**src/rtl/poly_ram_reader_pkg.sv**
```systemverilog
// poly_ram_reader_pkg
//   Shared definitions for the polynomial RAM read controller:
//   - COMMON_BRAM_DELAY : BRAM read latency (addrb -> doutb) in cycles,
//                         taken from the `COMMON_BRAM_DELAY macro (default 2)
//   - state_t           : controller FSM states
//   - bitrev()          : reverses the low 'width' bits of a value
package poly_ram_reader_pkg;

`ifndef COMMON_BRAM_DELAY
`define COMMON_BRAM_DELAY 2
`endif

  localparam int COMMON_BRAM_DELAY = `COMMON_BRAM_DELAY;

  typedef enum logic [1:0] {
    ST_IDLE  = 2'd0,
    ST_READ  = 2'd1,
    ST_DRAIN = 2'd2
  } state_t;

  // Bit i of the result is bit (width-1-i) of value; bits at or above width are zero.
  function automatic logic [31:0] bitrev(input logic [31:0] value, input int width);
    logic [31:0] r;
    r = '0;
    for (int i = 0; i < 32; i++) begin
      if (i < width) r[i] = value[width-1-i];
    end
    return r;
  endfunction

endpackage

```
**src/rtl/poly_ram_reader_if.sv**
```systemverilog
// poly_ram_reader_if
//   Valid/ready beat stream leaving the reader.
//   out_valid : beat available
//   out_ready : consumer accepts
//   out_data  : one beat (all banks at one address)
//   out_last  : final beat of the transfer
//   Modports: master = reader side, slave = consumer side.
interface poly_ram_reader_if #(
  parameter int DATA_WIDTH = 312
) ();
  logic                  out_valid;
  logic                  out_ready;
  logic [DATA_WIDTH-1:0] out_data;
  logic                  out_last;

  modport master (output out_valid, output out_data, output out_last, input out_ready);
  modport slave  (input out_valid, input out_data, input out_last, output out_ready);
endinterface

```
**src/rtl/poly_rd_fifo.sv**
```systemverilog
// poly_rd_fifo
//   Synchronous FIFO that buffers RAM read data for the output stream.
//   clk, rst_n : clock, async active-low reset (clears pointers and count)
//   wr_en/wr_data : push (accepted when not full, or when popping the same cycle)
//   rd_en/rd_data : pop (ignored when empty); rd_data shows the head entry
//   count, empty  : occupancy
module poly_rd_fifo #(
  parameter int WIDTH = 312,
  parameter int DEPTH = 4,
  parameter int CNT_W = $clog2(DEPTH + 1)
) (
  input  logic             clk,
  input  logic             rst_n,
  input  logic             wr_en,
  input  logic [WIDTH-1:0] wr_data,
  input  logic             rd_en,
  output logic [WIDTH-1:0] rd_data,
  output logic [CNT_W-1:0] count,
  output logic             empty
);
  localparam int PTR_W = $clog2(DEPTH);

  logic [WIDTH-1:0] mem [DEPTH];
  logic [PTR_W-1:0] wr_ptr, rd_ptr;
  logic             full, do_wr, do_rd;

  assign empty   = (count == '0);
  assign full    = (count == CNT_W'(DEPTH));
  assign do_rd   = rd_en && !empty;
  assign do_wr   = wr_en && (!full || do_rd);
  assign rd_data = mem[rd_ptr];

  function automatic logic [PTR_W-1:0] next_ptr(input logic [PTR_W-1:0] p);
    return (p == PTR_W'(DEPTH - 1)) ? '0 : p + PTR_W'(1);
  endfunction

  // NOTE: storage is not reset; only pointers/count are, so stale contents are never visible.
  always_ff @(posedge clk) begin
    if (do_wr) mem[wr_ptr] <= wr_data;
  end

  // NOTE: sequential state uses non-blocking assignments so every register samples pre-edge values.
  always_ff @(posedge clk or negedge rst_n) begin
    if (!rst_n) begin
      wr_ptr <= '0;
      rd_ptr <= '0;
      count  <= '0;
    end else begin
      if (do_wr) wr_ptr <= next_ptr(wr_ptr);
      if (do_rd) rd_ptr <= next_ptr(rd_ptr);
      case ({do_wr, do_rd})
        2'b10:   count <= count + CNT_W'(1);
        2'b01:   count <= count - CNT_W'(1);
        default: count <= count;
      endcase
    end
  end
endmodule

```
**src/rtl/poly_ram_reader.sv**
```systemverilog
// poly_ram_reader
//   Streams a polynomial out of NUM_BASE_BANK RAM banks as valid/ready beats,
//   one beat = all banks at one address. Reads are issued only while the output
//   FIFO can absorb every outstanding read, so backpressure never drops data.
//   Build option: define POLY_RAM_READER_BITREV_EN to read beat i from
//   base_addr + bitrev(i) instead of base_addr + i.
// Ports
//   clk, rst_n          clock, async active-low reset
//   start, base_addr,   launch a transfer of len beats from base_addr
//   len                 (start is only sampled while idle)
//   busy, done          transfer in progress / 1-cycle completion pulse
//   ram_addrb           read address, replicated to every bank
//   ram_doutb           read data from the banks, COMMON_BRAM_DELAY after addrb
//   stream              output beat stream (master side)
module poly_ram_reader
  import poly_ram_reader_pkg::*;
#(
  parameter int COE_WIDTH     = 39,
  parameter int ADDR_WIDTH    = 9,
  parameter int NUM_BASE_BANK = 8,
  parameter int FIFO_DEPTH    = COMMON_BRAM_DELAY + 2
) (
  input  logic                              clk,
  input  logic                              rst_n,
  input  logic                              start,
  input  logic [ADDR_WIDTH-1:0]             base_addr,
  input  logic [ADDR_WIDTH:0]               len,
  output logic                              busy,
  output logic                              done,
  output logic [ADDR_WIDTH*NUM_BASE_BANK-1:0] ram_addrb,
  input  logic [COE_WIDTH*NUM_BASE_BANK-1:0]  ram_doutb,
  poly_ram_reader_if.master                 stream
);
  localparam int DATA_W = COE_WIDTH * NUM_BASE_BANK;
  localparam int CNT_W  = $clog2(FIFO_DEPTH + 1);
  // One stage for the cycle addrb is on the bus, then COMMON_BRAM_DELAY stages of RAM latency.
  localparam int PIPE_N = COMMON_BRAM_DELAY + 1;
  localparam logic [ADDR_WIDTH:0] ONE = (ADDR_WIDTH + 1)'(1);

  state_t                state, state_next;
  logic [ADDR_WIDTH-1:0] base_q, addr_q, issue_off, issue_addr;
  logic [ADDR_WIDTH:0]   len_q, issued, accepted, issue_idx;
  logic [PIPE_N-1:0]     pipe;
  logic [CNT_W-1:0]      fifo_count, inflight;
  logic [CNT_W:0]        used;
  logic                  fifo_empty, credit_ok, issue, pop, last_pop, done_next;

  // ---------------- issue address ----------------
  assign issue_idx = (state == ST_IDLE) ? '0 : issued;
`ifdef POLY_RAM_READER_BITREV_EN
  assign issue_off = ADDR_WIDTH'(bitrev(32'(issue_idx[ADDR_WIDTH-1:0]), ADDR_WIDTH));
`else
  assign issue_off = issue_idx[ADDR_WIDTH-1:0];
`endif
  // Sum truncates to ADDR_WIDTH bits, so addresses wrap past the top of the bank.
  assign issue_addr = ((state == ST_IDLE) ? base_addr : base_q) + issue_off;

  // ---------------- credit ----------------
  always_comb begin
    inflight = '0;
    for (int i = 0; i < PIPE_N; i++) inflight = inflight + CNT_W'(pipe[i]);
  end

  // A beat leaving the FIFO this cycle frees its slot, which keeps 1 beat/cycle under full flow.
  assign used      = (CNT_W + 1)'(inflight) + (CNT_W + 1)'(fifo_count) - (CNT_W + 1)'(pop);
  assign credit_ok = (used < (CNT_W + 1)'(FIFO_DEPTH));

  // ---------------- output side ----------------
  assign stream.out_valid = !fifo_empty;
  assign stream.out_last  = stream.out_valid && (accepted == len_q - ONE);
  assign pop              = stream.out_valid && stream.out_ready;
  assign last_pop         = pop && stream.out_last;

  // ---------------- FSM ----------------
  always_ff @(posedge clk or negedge rst_n) begin
    if (!rst_n) state <= ST_IDLE;
    else        state <= state_next;
  end

  // NOTE: every combinational output gets a default first, so no path can infer a latch.
  always_comb begin
    state_next = state;
    issue      = 1'b0;
    done_next  = 1'b0;
    case (state)
      ST_IDLE: begin
        if (start) begin
          if (len == '0) begin
            done_next = 1'b1;
          end else begin
            // The pipe is empty when idle, so the first read never needs a credit check.
            issue      = 1'b1;
            state_next = (len == ONE) ? ST_DRAIN : ST_READ;
          end
        end
      end
      ST_READ: begin
        if (credit_ok) begin
          issue = 1'b1;
          if (issued == len_q - ONE) state_next = ST_DRAIN;
        end
      end
      ST_DRAIN: begin
        if (last_pop) begin
          state_next = ST_IDLE;
          done_next  = 1'b1;
        end
      end
      default: state_next = ST_IDLE;
    endcase
  end

  // ---------------- datapath ----------------
  always_ff @(posedge clk or negedge rst_n) begin
    if (!rst_n) begin
      base_q   <= '0;
      len_q    <= '0;
      issued   <= '0;
      accepted <= '0;
      addr_q   <= '0;
      pipe     <= '0;
      done     <= 1'b0;
    end else begin
      done <= done_next;
      pipe <= {pipe[PIPE_N-2:0], issue};
      if (state == ST_IDLE && start) begin
        base_q   <= base_addr;
        len_q    <= len;
        accepted <= '0;
      end
      if (issue) begin
        addr_q <= issue_addr;
        issued <= issue_idx + ONE;
      end
      if (pop) accepted <= accepted + ONE;
    end
  end

  assign busy      = (state != ST_IDLE);
  assign ram_addrb = {NUM_BASE_BANK{addr_q}};

  poly_rd_fifo #(
    .WIDTH (DATA_W),
    .DEPTH (FIFO_DEPTH),
    .CNT_W (CNT_W)
  ) u_fifo (
    .clk     (clk),
    .rst_n   (rst_n),
    .wr_en   (pipe[PIPE_N-1]),
    .wr_data (ram_doutb),
    .rd_en   (pop),
    .rd_data (stream.out_data),
    .count   (fifo_count),
    .empty   (fifo_empty)
  );
endmodule

```
**src/flat_wrapper.sv**
```systemverilog
// flat-port wrapper written by rule: the top's interface ports become plain ports
module poly_ram_reader_flat import poly_ram_reader_pkg::*;
#(
  parameter int COE_WIDTH     = 39,
  parameter int ADDR_WIDTH    = 9,
  parameter int NUM_BASE_BANK = 8,
  parameter int FIFO_DEPTH    = COMMON_BRAM_DELAY + 2
)
  (clk, rst_n, start, base_addr, len, busy, done, ram_addrb, ram_doutb, stream_out_valid, stream_out_data, stream_out_last, stream_out_ready);
  poly_ram_reader_if #(.DATA_WIDTH(((39) * (8)))) stream_i ();
  input  logic clk;
  input  logic rst_n;
  input  logic start;
  input  logic [ADDR_WIDTH-1:0] base_addr;
  input  logic [ADDR_WIDTH:0] len;
  output logic busy;
  output logic done;
  output logic [ADDR_WIDTH*NUM_BASE_BANK-1:0] ram_addrb;
  input  logic [COE_WIDTH*NUM_BASE_BANK-1:0] ram_doutb;
  output wire logic [$bits(stream_i.out_valid)-1:0] stream_out_valid;
  output wire logic [$bits(stream_i.out_data)-1:0] stream_out_data;
  output wire logic [$bits(stream_i.out_last)-1:0] stream_out_last;
  input wire logic [$bits(stream_i.out_ready)-1:0] stream_out_ready;
  assign stream_out_valid = stream_i.out_valid;
  assign stream_out_data = stream_i.out_data;
  assign stream_out_last = stream_i.out_last;
  assign stream_i.out_ready = stream_out_ready;
  poly_ram_reader #(.COE_WIDTH(COE_WIDTH), .ADDR_WIDTH(ADDR_WIDTH), .NUM_BASE_BANK(NUM_BASE_BANK), .FIFO_DEPTH(FIFO_DEPTH)) u_core (.clk(clk), .rst_n(rst_n), .start(start), .base_addr(base_addr), .len(len), .busy(busy), .done(done), .ram_addrb(ram_addrb), .ram_doutb(ram_doutb), .stream(stream_i));
endmodule
```
**config.mk**
```make
export PLATFORM = sky130hd
export DESIGN_NAME = poly_ram_reader_flat
export DESIGN_NICKNAME = d
export VERILOG_FILES = /design/src/rtl/poly_ram_reader_pkg.sv /design/src/rtl/poly_ram_reader_if.sv /design/src/rtl/poly_rd_fifo.sv /design/src/rtl/poly_ram_reader.sv /design/src/flat_wrapper.sv
export SDC_FILE = /design/constraint.sdc
export NUM_CORES = 1
export LEC_CHECK = 0
export ABC_AREA = 1
export BUFFER_PORTS_ARGS = -buffer_cell sky130_fd_sc_hd__buf_2
export CAP_MARGIN = 20
export CORE_ASPECT_RATIO = 0.8
export CORE_MARGIN = 3
export CORE_UTILIZATION = 43
export DETAILED_ROUTE_END_ITERATION = 8
export GPL_TIMING_DRIVEN = 0
export SYNTH_ARGS = -nofsm -noshare
export SYNTH_HDL_FRONTEND = slang
export SYNTH_SLANG_ARGS = --single-unit
```
**constraint.sdc**
```tcl
create_clock -name clk -period 29.9 [get_ports clk]
set_input_delay 1.495 -clock clk [delete_from_list [all_inputs] [get_ports clk]]
set_output_delay 1.495 -clock clk [all_outputs]
set_load 0.005 [all_outputs]
```
==> load_flow_metrics.sql, run 1 <==
INSERT INTO impl_metrics (metric_group, metric, value, unit) VALUES
('timing', 'worst-slew-pin-transition', '1.093', 'ns'),
('yosys', 'yosys_register_bits', '1309', ''),
('yosys', 'seq_area_frac_synth', '77.45', '%'),
('global_route', 'grt_first_pass_wirelength', '208600', 'um'),
('timing', 'rsz0062_at_grt', 'false', ''),
('worst_setup_path', 'timing.critical_path.cells', 'clkbuf_1 > inv_1 > clkbuf_1 > clkbuf_1 > o21ai_0 > o22ai_1 > buf_2', ''),
('worst_setup_path', 'critical-path-max-stage-delay', '0.75', 'ns'),
('layout', 'drive_above_1_share', '23.74', '%'),
('place', 'gp_routability_congestion', '0.8308', ''),
('yosys', 'synthCells', '3636', ''),
('yosys', 'yosys.cell_types.count', '39', ''),
('route', 'avgViaCountPerCell', '5.342', ''),
('run', 'max-cap-violations', '0', ''),
('timing', 'final.period_utilization', '18.61', '%'),
('global_route', 'grt_pass1_vias', '31780', ''),
('cts', 'postCtsResizedCells', '0', ''),
('min_path', 'timing.hold.worst.class', 'flop to flop', ''),
('worst_setup_path', 'timing.critical_path.arrival', '4.07', 'ns'),
('layout', 'syn_to_final_growth', '21.88', '%'),
('power', 'post-layout-total-power', '6.439', 'mW'),
('layout', 'layout.cells.most_common', 'sky130_fd_sc_hd__edfxtp_1', ''),
('worst_setup_path', 'cp-start-kind', 'flop', ''),
('layout', 'postLayoutCellArea', '61370', 'um2'),
('cts', 'post-cts-setup-buffer-count', '0', ''),
('worst_setup_path', 'cpMaxStageDelayCell', 'sky130_fd_sc_hd__clkbuf_1', ''),
('cts', 'cts-buffers-inserted', '132', ''),
('yosys', 'number_of_warning_messages_in_the_yosys_log', '0', ''),
('cts', 'ctsRootBufferMaster', 'sky130_fd_sc_hd__clkbuf_16', ''),
('floorplan', 'core', '115400', 'um2'),
('place', 'hpwl_after_dpl', '98280', 'um'),
('cts', 'register_clock_pin_slew_on_the_reported_worst_setup_and_hold_paths', '0.06', 'ns'),
('global_route', 'grt_overflow', '0', ''),
('outcome', 'outcome', 'finished clean', ''),
('floorplan', 'io_pins', '723', ''),
('cts', 'cts_tree', 'yes', ''),
('route', 'route.antenna.remaining_nets', '0', ''),
('power', 'vdd_drop_max', '0.06506', 'mV'),
('route', 'route.detailed.drc', '0', ''),
('timing', 'period_needed', '5.563', 'ns'),
('floorplan', 'floorplan.initialDensity', '43.63', '%'),
('floorplan', 'die_y', '312.1', 'um'),
('floorplan', 'rows', '111', ''),
('layout', 'final_cell_mix', 'sky130_fd_sc_hd__edfxtp_1, sky130_fd_sc_hd__buf_2, sky130_fd_sc_hd__nor2_1, sky130_fd_sc_hd__o21ai_0, sky130_fd_sc_hd__o22ai_1', ''),
('timing', 'clock-skew-final', '0.04300', 'ns'),
('place', 'dpl_cell_area', '57170', 'um2'),
('worst_setup_path', 'crit_fanout', '10', ''),
('floorplan', 'die_w', '388.6', 'um'),
('timing', 'drv_slew', '0', ''),
('route', 'detailedRoute.firstIterationViolations', '2514', ''),
('cts', 'clk_latency_worst_skew_pair', '0.78', 'ns'),
('timing', 'maximum_clock_rate', '179.8', 'MHz'),
('yosys', 'synth_nets', '3998', ''),
('route', 'drt_wl_total', '143900', 'um'),
('timing', 'sum_of_negative_setup_slack', '0', 'ns'),
('route', 'post_drt_wl_per_cell', '23.20', 'um'),
('worst_setup_path', 'path_class', 'flop to output port', ''),
('cts', 'max_h_tree_level', '4', ''),
('route', 'route.vias.total', '33120', ''),
('worst_setup_path', 'timing.reg2reg.setup_slack', '26.18', 'ns'),
('timing', 'timing.final.hold_violations', '0', ''),
('worst_setup_path', 'critical_path.most_common_cell', 'sky130_fd_sc_hd__clkbuf_1', ''),
('timing', 'slew_headroom', '27.13', '%'),
('yosys', 'synth.avg_cell_area', '13.85', 'um2'),
('layout', 'layout.core_utilization', '53.18', '%'),
('floorplan', 'overall_die_area', '121300', 'um2'),
('global_route', 'grt_util_all_layers', '23.12', '%'),
('power', 'power_density', '104.9', 'nW/um2'),
('worst_setup_path', 'cp_data_required_time', '28.41', 'ns'),
('place', 'io_buffer_count', '722', ''),
('cts', 'hold_fix_buffers_at_cts', '0', ''),
('timing', 'report.final.setup_viol', '0', ''),
('power', 'total_leakage_power', '21.86', 'nW'),
('cts', 'max-clock-path-buffers', '3', ''),
('cts', 'cts.sinks', '1309', ''),
('global_route', 'number_of_antenna_violations_at_the_first_check_in_global_routing', '46', ''),
('global_route', 'grt_start_max_net_pins', '62', ''),
('layout', 'fin_nets', '4911', ''),
('yosys', 'synthesis.area', '50360', 'um2'),
('worst_setup_path', 'end_kind', 'output port', ''),
('route', 'dr.pass1.iters', '6', '');
[critical path: cells and delay by family (launching register included)]
family	cells	cell delay, ns
flops	1	0.38
buf+inv	5	2.46
compound gates	2	0.49
[cell type report]
| class | count | area (um2) |
|---|---|---|
| Fill cell | 9694 | 54040 |
| Sequential cell | 1309 | 39000 |
| Multi-Input combinational cell | 1962 | 9711 |
| Timing Repair Buffer | 779 | 4880 |
| Clock buffer | 164 | 3476 |
| Tap cell | 1525 | 1908 |
| Buffer | 280 | 1355 |
| Clock inverter | 71 | 660.6 |
| Inverter | 85 | 319.1 |
| Antenna cell | 25 | 62.56 |
[report_power, final]
group / switching [mW] / internal (mW)
clock: 0.700 / 0.894
sequential: 0.101 / 2.38
combinational: 1.56 / 0.806
total: 2.36 / 4.08
[registers in the layout, indices dropped and copies added (netlist names)]
name and count:
u_core.len_q 10, u_core.addr_q 9, u_core.u_fifo.wr_ptr 2, u_core.pipe 3, u_core.u_fifo.count 3, u_core.u_fifo.rd_ptr 2
u_core.state 2, u_core.done 1, u_core.u_fifo.mem 1248, u_core.issued 10, u_core.base_q 9, u_core.accepted 10
[stage by stage]
stage	hold slack, ns	instances	setup WS, ns
2_1_floorplan	0.3775	3636	13.96
3_3_place_gp	0.3950	5883	2.779
3_5_place_dp	0.3995	5940	24.91
4_1_cts	0.4126	6175	24.08
5_1_grt	0.4171	6184	24.07
6_report	0.4084	6200	24.34
[worst paths after layout]
path | end | startpoint | cells after the start
setup / recovery | stream_out_data[51] | u_core.u_fifo.rd_ptr[1] | 7
hold / removal | u_core.pipe[2] | u_core.pipe[1] | 0
setup reg to reg | u_core.u_fifo.mem[3][167] | u_core.pipe[2] | 11
hold reg to reg | u_core.pipe[2] | u_core.pipe[1] | 0
max in group asynchronous | u_core.u_fifo.rd_ptr[0] | rst_n | 1
min in group asynchronous | u_core.len_q[6] | rst_n | 1
[synthesized netlist by cell type]
master	number	share of area [%]
sky130_fd_sc_hd__nor4_4	1	0.042
sky130_fd_sc_hd__nand2_2	6	0.075
sky130_fd_sc_hd__inv_1	81	0.60
sky130_fd_sc_hd__nand3_2	3	0.060
sky130_fd_sc_hd__nand3_1	43	0.43
sky130_fd_sc_hd__nor3b_2	1	0.025
sky130_fd_sc_hd__nor2_4	4	0.089
sky130_fd_sc_hd__nand2_4	2	0.045
sky130_fd_sc_hd__buf_4	64	0.95
sky130_fd_sc_hd__and2_1	1	0.012
sky130_fd_sc_hd__inv_2	4	0.030
sky130_fd_sc_hd__mux2i_1	1	0.020
sky130_fd_sc_hd__buf_2	45	0.45
sky130_fd_sc_hd__buf_6	1	0.022
sky130_fd_sc_hd__a21oi_1	26	0.26
sky130_fd_sc_hd__or3b_1	1	0.017
sky130_fd_sc_hd__dfrtp_1	61	3.0
sky130_fd_sc_hd__o211ai_1	3	0.045
sky130_fd_sc_hd__o21ai_1	1	0.0099
sky130_fd_sc_hd__nand3b_1	2	0.030
sky130_fd_sc_hd__o21ai_0	663	6.6
sky130_fd_sc_hd__nand4_1	13	0.16
sky130_fd_sc_hd__a21oi_4	1	0.032
sky130_fd_sc_hd__ha_1	24	0.60
sky130_fd_sc_hd__edfxtp_1	1248	74
sky130_fd_sc_hd__a31oi_1	3	0.037
sky130_fd_sc_hd__nand2_1	139	1.0
sky130_fd_sc_hd__buf_1	1	0.0074
sky130_fd_sc_hd__clkbuf_1	169	1.3
sky130_fd_sc_hd__o22ai_1	315	3.9
sky130_fd_sc_hd__xnor2_1	7	0.12
sky130_fd_sc_hd__mux2_2	3	0.067
sky130_fd_sc_hd__nor4_2	1	0.025
sky130_fd_sc_hd__xor2_1	14	0.24
sky130_fd_sc_hd__o21bai_1	1	0.015
sky130_fd_sc_hd__nor3_1	3	0.030
sky130_fd_sc_hd__nor2_1	670	5.0
sky130_fd_sc_hd__fa_1	3	0.12
sky130_fd_sc_hd__nor2_2	7	0.087
[routing by layer]
metal / up-vias / routed length, um / track usage [%]
met2: 1163 / 69460 / 37.52
met3: 253 / 12080 / 6.603
met5: - / 252 / 0
li1: 15320 / - / -
met1: 16350 / 58650 / 30.56
met4: 38 / 3421 / 6.422
[logic make-up (layout without fill, tap and decap cells)]
logic type / count (synthesis) / after routing / share of synthesized area [%]
flip-flops: 1309 / 1309 / 77.45
multiplexers: 4 / 4 / 0.08696
AND/OR/NAND/NOR: 897 / 897 / 7.156
buffers and inverters: 365 / 1379 / 3.324
adder cells (fa/ha/maj): 27 / 27 / 0.7156
other: 0 / 25 / 0
XOR/XNOR: 21 / 21 / 0.3653
AO/OA/AOI/OAI: 1013 / 1013 / 10.90
No activity file was read; power rests on OpenSTA's default activity.
==> run 2, diff against run 1 <==
PLACE_DENSITY = 0.65   (was unset)
clock period = 4.85 ns   (was 29.9 ns; I/O delays follow)
==> run 2 against run 1 <==
Final area is 5.2% higher. Non-clock buffer count is 334 higher. Utilization is 2.8 points higher. Routed wire length is 1.8% higher. Clock-buffer cell count is 12 higher. Register-to-register slack worse by 25 ns. Power grew to 6.2 times the previous value. Die area stayed put. Critical path depth stayed put. Highest routed layer unchanged. Global-route usage is 0.41 points higher. Sequential cell count stayed put. Clock power grew to 6.1 times the previous value.
==> load_flow_metrics.sql, run 2 (synthesis results as in run 1) <==
INSERT INTO impl_metrics (metric_group, metric, value, unit) VALUES
('outcome', 'outcome', 'finished clean', ''),
('cts', 'post-cts-setup-buffer-count', '0', ''),
('cts', 'clk_latency_worst_skew_pair', '0.77', 'ns'),
('global_route', 'grt_overflow', '0', ''),
('floorplan', 'rows', '111', ''),
('layout', 'footprint_of_the_multi_input_gates', '9728', 'um2'),
('worst_setup_path', 'crit_fanout', '10', ''),
('cts', 'ctsRootBufferMaster', 'sky130_fd_sc_hd__clkbuf_16', ''),
('worst_setup_path', 'critical-path-max-stage-delay', '0.67', 'ns'),
('power', 'post-layout-total-power', '39.98', 'mW'),
('cts', 'cts.sinks', '1309', ''),
('place', 'io_buffer_count', '722', ''),
('global_route', 'grt_pass1_vias', '34230', ''),
('floorplan', 'overall_die_area', '121300', 'um2'),
('timing', 'report.final.setup_viol', '0', ''),
('worst_setup_path', 'critical_path_buf_inv_count', '5', ''),
('worst_setup_path', 'cp_data_required_time', '4.61', 'ns'),
('timing', 'worst-slew-pin-transition', '1.097', 'ns'),
('route', 'drt_wl_total', '146400', 'um'),
('layout', 'drive_above_1_share', '21.92', '%'),
('floorplan', 'floorplan.initialDensity', '43.63', '%'),
('power', 'vdd_drop_max', '0.4157', 'mV'),
('layout', 'ff_latch_area', '39000', 'um2'),
('layout', 'syn_to_final_growth', '28.19', '%'),
('route', 'detailedRoute.firstIterationViolations', '3069', ''),
('route', 'avgViaCountPerCell', '5.351', ''),
('timing', 'sum_of_negative_setup_slack', '0', 'ns'),
('place', 'dpl_cell_area', '57050', 'um2'),
('timing', 'final.setup.worst_slack', '0.4662', 'ns'),
('layout', 'fin_nets', '5244', ''),
('place', 'placed_cells_incl_taps', '5936', ''),
('route', 'route.vias.total', '34920', ''),
('cts', 'cts-buffers-inserted', '131', ''),
('place', 'hpwl_after_dpl', '98260', 'um'),
('timing', 'rsz0062_at_grt', 'false', ''),
('timing', 'period_needed', '4.384', 'ns'),
('min_path', 'timing.hold.worst.class', 'input port to async pin', ''),
('power', 'power_density', '619.3', 'nW/um2'),
('power', 'total_leakage_power', '23.17', 'nW'),
('layout', 'postLayoutCellArea', '64550', 'um2'),
('route', 'dr.pass1.iters', '5', ''),
('worst_setup_path', 'crit_family', 'buffers and inverters', ''),
('run', 'max-cap-violations', '0', ''),
('cts', 'max_h_tree_level', '4', ''),
('global_route', 'number_of_antenna_violations_at_the_first_check_in_global_routing', '22', ''),
('layout', 'final_cell_mix', 'sky130_fd_sc_hd__edfxtp_1, sky130_fd_sc_hd__buf_2, sky130_fd_sc_hd__nor2_1, sky130_fd_sc_hd__o21ai_0, sky130_fd_sc_hd__dlygate4sd3_1', ''),
('worst_setup_path', 'cp-start-kind', 'flop', ''),
('layout', 'register_with_the_most_flip_flops', 'u_core.u_fifo.mem', ''),
('timing', 'maximum_clock_rate', '228.1', 'MHz'),
('global_route', 'grt_util_all_layers', '23.53', '%'),
('place', 'pre_cts_slack', '1.058', 'ns'),
('worst_setup_path', 'timing.critical_path.arrival', '4.14', 'ns'),
('place', 'gp_routability_congestion', '0.8608', ''),
('timing', 'drv_slew', '0', ''),
('floorplan', 'io_pins', '723', ''),
('worst_setup_path', 'timing.critical_path.cells', 'buf_2 > buf_2 > buf_2 > buf_2 > nor2_1 > o22ai_1 > buf_2', ''),
('route', 'post_drt_wl_per_cell', '22.43', 'um'),
('floorplan', 'die_y', '312.1', 'um'),
('global_route', 'grt_first_pass_wirelength', '216300', 'um'),
('worst_setup_path', 'critical_path.most_common_cell', 'sky130_fd_sc_hd__buf_2', ''),
('route', 'route.antenna.remaining_nets', '0', ''),
('timing', 'final.period_utilization', '90.39', '%'),
('layout', 'layout.cells.most_common', 'sky130_fd_sc_hd__edfxtp_1', ''),
('cts', 'cts_tree', 'yes', ''),
('cts', 'register_clock_pin_slew_on_the_reported_worst_setup_and_hold_paths', '0.06', 'ns'),
('layout', 'layout.core_utilization', '55.93', '%'),
('layout', 'fillCellCount', '9234', ''),
('timing', 'hold_ws', '0.1445', 'ns'),
('worst_setup_path', 'end_kind', 'output port', ''),
('layout', 'instances_no_fill', '6526', ''),
('global_route', 'grt_start_max_net_pins', '62', ''),
('route', 'route.detailed.drc', '0', ''),
('cts', 'max-clock-path-buffers', '3', ''),
('worst_setup_path', 'timing.reg2reg.setup_slack', '1.65', 'ns'),
('floorplan', 'die_w', '388.6', 'um'),
('timing', 'slew_headroom', '26.84', '%'),
('layout', 'largest_reg_flops', '1248', ''),
('worst_setup_path', 'path_class', 'flop to output port', ''),
('timing', 'clock-skew-final', '0.03591', 'ns'),
('floorplan', 'core', '115400', 'um2'),
('timing', 'timing.final.hold_violations', '0', ''),
('worst_setup_path', 'cpMaxStageDelayCell', 'sky130_fd_sc_hd__o22ai_1', '');
==> run 2: cell count changes in the layout (fill, tap and decap cells not counted), sizes merged <==
cell         delta
buf             -4
clkbuf         +12
clkinv         -13
diode           -5
dlygate4sd3   +338
inv             -2
==> run 2: report_power, final <==
group	total (mW)	switching, mW	leakage (nW)	internal [mW]
Clock	9.72	4.20	1.97	5.52
Combinational	14.9	9.83	9.06	5.12
Sequential	15.3	0.665	12.1	14.6
Total	40.0	14.7	23.2	25.3
==> run 2: metal layers <==
layer / wire length (um) / global-route usage (%)
met5: 54 / 0
met2: 70080 / 37.98
met4: 3939 / 7.360
met1: 60820 / 31.45
met3: 11510 / 5.994
==> run 2: cell type report <==
class                   instances  share of cell area, %
diodes                         20                0.07753
multi-input cells            1962                  15.07
flip-flops and latches       1309                  60.42
clock inverters                56                 0.8257
inverters                      85                 0.4981
clock buffers                 176                  5.485
plain buffers                 280                  2.099
repair buffers               1113                  12.57
well taps                    1525                  2.956
==> run 2: timing repair <==
| action | 4_1_cts | 5_1_grt |
|---|---|---|
| resized for setup | 0 | 0 |
| hold endpoints to repair | 1338 | 0 |
| hold buffers | 338 | 0 |
==> run 2: path summary, 6_finish.rpt <==
check / cells after the start / to / startpoint
max: 7 / stream_out_data[308] / u_core.u_fifo.rd_ptr[0]
min: 2 / u_core.addr_q[1] / rst_n
max reg2reg: 13 / u_core.addr_q[8] / u_core.state[1]
min reg2reg: 0 / u_core.pipe[2] / u_core.pipe[1]
max in group asynchronous: 2 / u_core.accepted[0] / rst_n
min in group clk: 2 / u_core.u_fifo.mem[1][282] / ram_doutb[282]
==> run 2: worst reg2reg max path: cells and delay by family (launching register included) <==
family | cells | cell delay, ns
simple gates | 4 | 0.35
fa+ha+maj | 2 | 0.74
compound gates | 3 | 0.35
xor+xnor | 1 | 0.20
flops | 1 | 0.43
buf+inv | 3 | 1.02
